<file path="src/rtl/vga_line_fetch.sv">
// VGA line fetcher: pulls one 256-byte framebuffer row per hblank into a
// local line buffer and emits 2x-scaled, centred colour with a border.
module vga_line_fetch #(
   parameter logic [9:0]  WIN_X0       = 10'd64,
   parameter logic [9:0]  WIN_Y0       = 10'd48,
   parameter logic [7:0]  BORDER_COLOR = 8'h00,
   parameter logic [15:0] FB_BASE      = 16'h0000
) (
   input  logic        clk,
   input  logic        rst_n,
   input  logic        pixel_en,
   input  logic [9:0]  counter_x,
   input  logic [9:0]  counter_y,
   output logic        mem_req,
   output logic [15:0] mem_addr,
   input  logic        mem_gnt,
   input  logic [7:0]  mem_data,
   output logic [7:0]  rgb,
   output logic        fetch_busy,
   output logic        underrun,
   input  logic        underrun_clr
);

   localparam logic [9:0] H_VIS  = 10'd640;
   localparam logic [9:0] V_VIS  = 10'd480;
   localparam logic [9:0] Y_LAST = 10'd524;
   localparam logic [9:0] X_END  = WIN_X0 + 10'd512;
   localparam logic [9:0] Y_END  = WIN_Y0 + 10'd384;

   typedef enum logic [1:0] {IDLE, REQ, DRAIN} state_t;

   state_t      state_q;
   logic [7:0]  idx_q;
   logic [7:0]  row_q;
   logic        mem_req_q;
   logic [15:0] mem_addr_q;
   logic        fetch_busy_q;
   logic        cap_vld_q;
   logic [7:0]  cap_idx_q;
   logic        underrun_q;
   logic [7:0]  rgb_q;
   logic [7:0]  rgb_d;

   logic [7:0]  linebuf [256];

   logic [9:0]  next_y;
   logic        trig;
   logic [7:0]  trig_row;
   logic        abort;
   logic        in_win;
   logic [7:0]  rd_idx;

   // Fetch trigger on the start of hblank for even window lines only;
   // odd window lines re-display the row already in the buffer.
   always_comb begin
      next_y   = (counter_y == Y_LAST) ? 10'd0 : counter_y + 10'd1;
      trig_row = 8'((next_y - WIN_Y0) >> 1);
      trig     = pixel_en && (counter_x == H_VIS) &&
                 (next_y >= WIN_Y0) && (next_y < Y_END) &&
                 !(next_y[0] ^ WIN_Y0[0]);
      abort    = pixel_en && (counter_x == WIN_X0) && (state_q != IDLE);
   end

   // Fetch FSM: one request per grant, last capture in DRAIN, abort when
   // the beam reaches the window before the row is complete.
   always_ff @(posedge clk or negedge rst_n) begin
      if (!rst_n) begin
         state_q      <= IDLE;
         idx_q        <= 8'd0;
         row_q        <= 8'd0;
         mem_req_q    <= 1'b0;
         mem_addr_q   <= FB_BASE;
         fetch_busy_q <= 1'b0;
         cap_vld_q    <= 1'b0;
         cap_idx_q    <= 8'd0;
      end else begin
         cap_vld_q <= 1'b0;
         case (state_q)
            IDLE: begin
               if (trig) begin
                  state_q      <= REQ;
                  idx_q        <= 8'd0;
                  row_q        <= trig_row;
                  mem_req_q    <= 1'b1;
                  mem_addr_q   <= FB_BASE + {trig_row, 8'h00};
                  fetch_busy_q <= 1'b1;
               end
            end
            REQ: begin
               if (abort) begin
                  state_q      <= IDLE;
                  mem_req_q    <= 1'b0;
                  fetch_busy_q <= 1'b0;
               end else if (mem_gnt) begin
                  cap_vld_q <= 1'b1;
                  cap_idx_q <= idx_q;
                  if (idx_q == 8'hFF) begin
                     state_q   <= DRAIN;
                     mem_req_q <= 1'b0;
                  end else begin
                     idx_q      <= idx_q + 8'd1;
                     mem_addr_q <= FB_BASE + {row_q, idx_q + 8'd1};
                  end
               end
            end
            DRAIN: begin
               // The final capture (granted last clk) lands this clk either way.
               state_q      <= IDLE;
               fetch_busy_q <= 1'b0;
            end
            default: begin
               state_q      <= IDLE;
               mem_req_q    <= 1'b0;
               fetch_busy_q <= 1'b0;
            end
         endcase
      end
   end

   // Sticky underrun flag; a new underrun beats a simultaneous clear.
   always_ff @(posedge clk or negedge rst_n) begin
      if (!rst_n)            underrun_q <= 1'b0;
      else if (abort)        underrun_q <= 1'b1;
      else if (underrun_clr) underrun_q <= 1'b0;
   end

   // Line buffer write, one clk after each accepted request.
   always_ff @(posedge clk) begin
      if (cap_vld_q) linebuf[cap_idx_q] <= mem_data;
   end

   // Colour select: blanking, scaled picture, or border.
   always_comb begin
      rd_idx = 8'((counter_x - WIN_X0) >> 1);
      in_win = (counter_x >= WIN_X0) && (counter_x < X_END) &&
               (counter_y >= WIN_Y0) && (counter_y < Y_END);
      rgb_d  = BORDER_COLOR;
      if ((counter_x >= H_VIS) || (counter_y >= V_VIS)) rgb_d = 8'h00;
      else if (in_win)                                   rgb_d = linebuf[rd_idx];
   end

   // Registered colour, advanced only on pixel strobes.
   always_ff @(posedge clk or negedge rst_n) begin
      if (!rst_n)        rgb_q <= 8'h00;
      else if (pixel_en) rgb_q <= rgb_d;
   end

   assign mem_req    = mem_req_q;
   assign mem_addr   = mem_addr_q;
   assign fetch_busy = fetch_busy_q;
   assign underrun   = underrun_q;
   assign rgb        = rgb_q;

endmodule

</file>
<file path="config.mk">
export PLATFORM = sky130hd
export DESIGN_NAME = vga_line_fetch
export DESIGN_NICKNAME = d
export VERILOG_FILES = /design/src/rtl/vga_line_fetch.sv
export SDC_FILE = /design/constraint.sdc
export NUM_CORES = 2
export LEC_CHECK = 0
export CAP_MARGIN = 20
export CORE_UTILIZATION = 50
export CTS_CLUSTER_SIZE = 16
export DETAILED_ROUTE_END_ITERATION = 10
export DONT_BUFFER_PORTS = 1
export GPL_TIMING_DRIVEN = 0
export PLACE_DENSITY = 0.68
export SYNTH_ARGS = -nofsm -noshare
export SYNTH_HDL_FRONTEND = slang
export SYNTH_SLANG_ARGS = --single-unit
export TNS_END_PERCENT = 20
</file>
<file path="constraint.sdc">
create_clock -name clk -period 2.4 [get_ports clk]
set_clock_uncertainty 0.15 [all_clocks]
set_input_delay 0.24 -clock clk [delete_from_list [all_inputs] [get_ports clk]]
set_output_delay 0.24 -clock clk [all_outputs]
set_load 0.02 [all_outputs]
</file>
==> reports/metrics.csv <==
stage;metric;value;unit
timing;fin_crit_sh;133;%
logic_synthesis;netlist_area;82500;um2
logic_synthesis;synth_cell_types;77;
worst_setup_path;critPathTopFamily;compound AO/OA/AOI/OAI gates;
routing;routed-via-count;48600;
logic_synthesis;synthFlopType;edfxtp_1;
routing;vias_per_cell;7.21;
clock_network;cts_buffers;206;
routing;first_pass_iters;6;
power;ir_worst_vdd;0.747;mV
clock_network;htree_levels;4;
final_layout;regArea;62700;um2
logic_synthesis;yosysWarnings;0;
final_layout;final_nets;4420;
worst_setup_path;cp-start-kind;primary input;
worst_setup_path;critPathMaxStageDelay;0.95;ns
placement;place.gp.congestion;1.02;
routing;avgRoutedWirePerCell;47.6;um
logic_synthesis;syn_inst;3969;
timing;whs;-0.674;ns
clock_network;insertion_delay;0.90;ns
logic_synthesis;synth-edff-count;2048;
timing;rsz0062_at_grt;true;
routing;wl_met1;104000;um
final_layout;area.growth.synth_to_final;20.7;%
global_routing;grt_pass1_wl;417000;um
routing;dr_wl_met3;55800;um
run_status;failed_checks;negative hold slack, negative setup slack;
timing;finalCriticalPeriod;3.19;ns
min_path;holdCritPathClass;primary input to flop;
global_routing;grtUsageTotal;38.3;%
clock_network;clock-root-buffer;clkbuf_16;
timing;max_slew_margin;28.7;%
timing;setup_ws;-0.788;ns
power;power_per_cell_area;819;nW/um2
final_layout;drive_above_1_share;36.5;%
worst_setup_path;critPathBufInv;4;
routing;first_iter_violations;10100;
logic_synthesis;synthArstFlopShare;2.20;%
routing;dr.max_layer_used;met5;
power;leakagePower;31.4;nW
worst_setup_path;required;2.98;ns
worst_setup_path;setup.worst_path.end_class;flop;
floorplan;dieArea;167000;um2
worst_setup_path;crit_fanout;10;
global_routing;overflow;0;
timing;hold_violations;2061;
clock_network;cts_tree;yes;
final_layout;multiInputGateArea;21200;um2
global_routing;antenna_found_initial;23;
routing;wl_met2;133000;um
worst_setup_path;path_class;primary input to flop;
routing;drc;0;
routing;routed_wl;321000;um
logic_synthesis;ys_seq_area_share;75.9;%
logic_synthesis;syn_nets;4009;
worst_setup_path;worstPathCellList;buf_12 > buf_12 > buf_8 > buf_12 > mux4_2 > mux2i_2 > o221ai_2 > a222oi_1 > nor2_1 > a2111oi_2 > a21oi_1;
placement;dpl.hpwl;196000;um
floorplan;pin_count;60;
floorplan;die_y;408;um
timing;tightest_slew;1.07;ns
placement;place_area;86200;um2
worst_setup_path;critPathMostFrequentCell;buf_12;
clock_network;path_clk_slew;0.07;ns
timing;setup-tns-final;-64.60;ns
clock_network;cts_num_sinks;2094;
timing;fmax;314;MHz
job;drv_cap;0;
final_layout;final_common_cell;edfxtp_1;
worst_setup_path;slowest_stage;a222oi_1;
placement;port-buffer-count;0;
timing;setup_viol;748;
timing;drv_slew;0;
floorplan;rows;148;
final_layout;fin_area;99600;um2
worst_setup_path;worstPathArrival;3.77;ns
run_status;outcome;finished, violations left;
floorplan;core;163000;um2
clock_network;clk_path_buf_depth;3;
logic_synthesis;syn_area_per_cell;20.8;um2
global_routing;grt_pass1_vias;45300;
logic_synthesis;ys_ff_latch;2094;
final_layout;fillers;11100;
global_routing;grt_max_degree;257;
routing;antenna_left;0;
floorplan;initial_core_util;50.5;%
floorplan;die_w;408;um
final_layout;mostFrequentLayoutCells;2048 x edfxtp_1, 497 x mux4_2, 226 x clkbuf_16;
Yosys cell counts, drive strengths merged, types with 8 or more instances:
library cell	count	area (um2)
edfxtp	2048	61500
mux4	507	11500
nor2	315	1180
mux2i	145	1450
buf	143	1100
nand2	126	475
clkbuf	94	363
nand3	51	255
dfrtp	46	1150
o21ai	43	219
a22oi	42	315
a21oi	36	180
mux2	35	394
a221oi	30	269
o22ai	27	169
nor2b	25	156
nor3	23	115
nand4	20	125
a211oi	17	128
inv	16	60.1
a31oi	15	93.8
o221ai	15	131
and3	11	68.8
o211ai	10	75.1
a2111oi	8	76.3
a221o	8	80.1
nor4	8	56.3
state kept, by name, indices dropped and copies added, names as in the netlist, 2 cells and up:
| register | cells |
|---|---|
| mem_addr | 9 |
| state_q | 2 |
| cap_idx_q | 8 |
| idx_q | 7 |
| rgb | 8 |
| linebuf | 2048 |
| row_q | 8 |
kinds of logic (layout without fill, tap and decap cells):
logic type | Yosys count | count (layout) | synth area share, %
AOI/OAI and AO/OA | 293 | 293 | 2.55
xor gates and xnor gates | 10 | 10 | 0.106
adders and majority gates | 7 | 7 | 0.106
buffers and inverters | 257 | 838 | 1.87
DFF | 2094 | 2094 | 75.9
muxes | 687 | 687 | 16.1
other | 0 | 12 | 0
and+or+nand+nor | 621 | 621 | 3.33
layer usage:
layer / vias up / global-route usage, %
li1: 17400 / -
met3: 1156 / 17.8
met2: 4850 / 52.6
met5: - / 0
met4: 18 / 25.9
met1: 25100 / 48.6
path summary, 6_finish.rpt:
kind | startpoint | end | slack (ns) | depth (start not counted)
setup / recovery | counter_x[1] | rgb[6] | -0.79 | 11
hold / removal | mem_data[0] | linebuf[2][0] | -0.67 | 0
setup reg to reg | linebuf[221][6] | rgb[6] | -0.77 | 6
hold reg to reg | row_q[7] | row_q[7] | 0.36 | 1
max in group asynchronous | rst_n | rgb[6] | 1.46 | 4
min in group asynchronous | rst_n | row_q[3] | 0.36 | 4
area by class of cell:
cell class / count / share of cell area, %
Timing Repair Buffer: 206 / 2.77
Clock buffer: 247 / 5.35
Antenna cell: 12 / 0.0301
Buffer: 234 / 3.36
Tap cell: 2175 / 2.73
Inverter: 20 / 0.106
Multi-Input combinational cell: 1618 / 21.3
Clock inverter: 131 / 1.44
Sequential cell: 2094 / 62.9
metrics by stage:
step / std cells / power [W] / util, % / setup slack (ns)
after CTS: 6684 / 0.0804 / 60.2 / -0.609
after global routing: 6725 / 0.0825 / 61.0 / -0.766
final: 6737 / 0.0816 / 61.0 / -0.788
after detailed placement: 6181 / 0.0474 / 52.8 / -2.97
after global placement: 6144 / 0.0473 / 52.4 / -3.98
after floorplan: 3969 / 0.0443 / - / -0.424
what timing repair did:
action | 4_1_cts | 5_1_grt
setup endpoints to repair | 2083 | 2013
gates resized for setup | 933 | 193
setup buffers | 97 | 39
pin swaps | 74 | 63
hold buffers | 28 | 1
endpoints found under the hold margin | 2140 | 2062
cloned | 3 | 0
power by group:
| part | leakage (nW) | total, W | switching (W) | internal [W] |
|---|---|---|---|---|
| registers | 19.0 | 0.0408 | 0.000338 | 0.0405 |
| clock network | 3.29 | 0.0328 | 0.0146 | 0.0181 |
| logic | 9.15 | 0.00802 | 0.00547 | 0.00255 |
(Power assumes the default switching activity.)
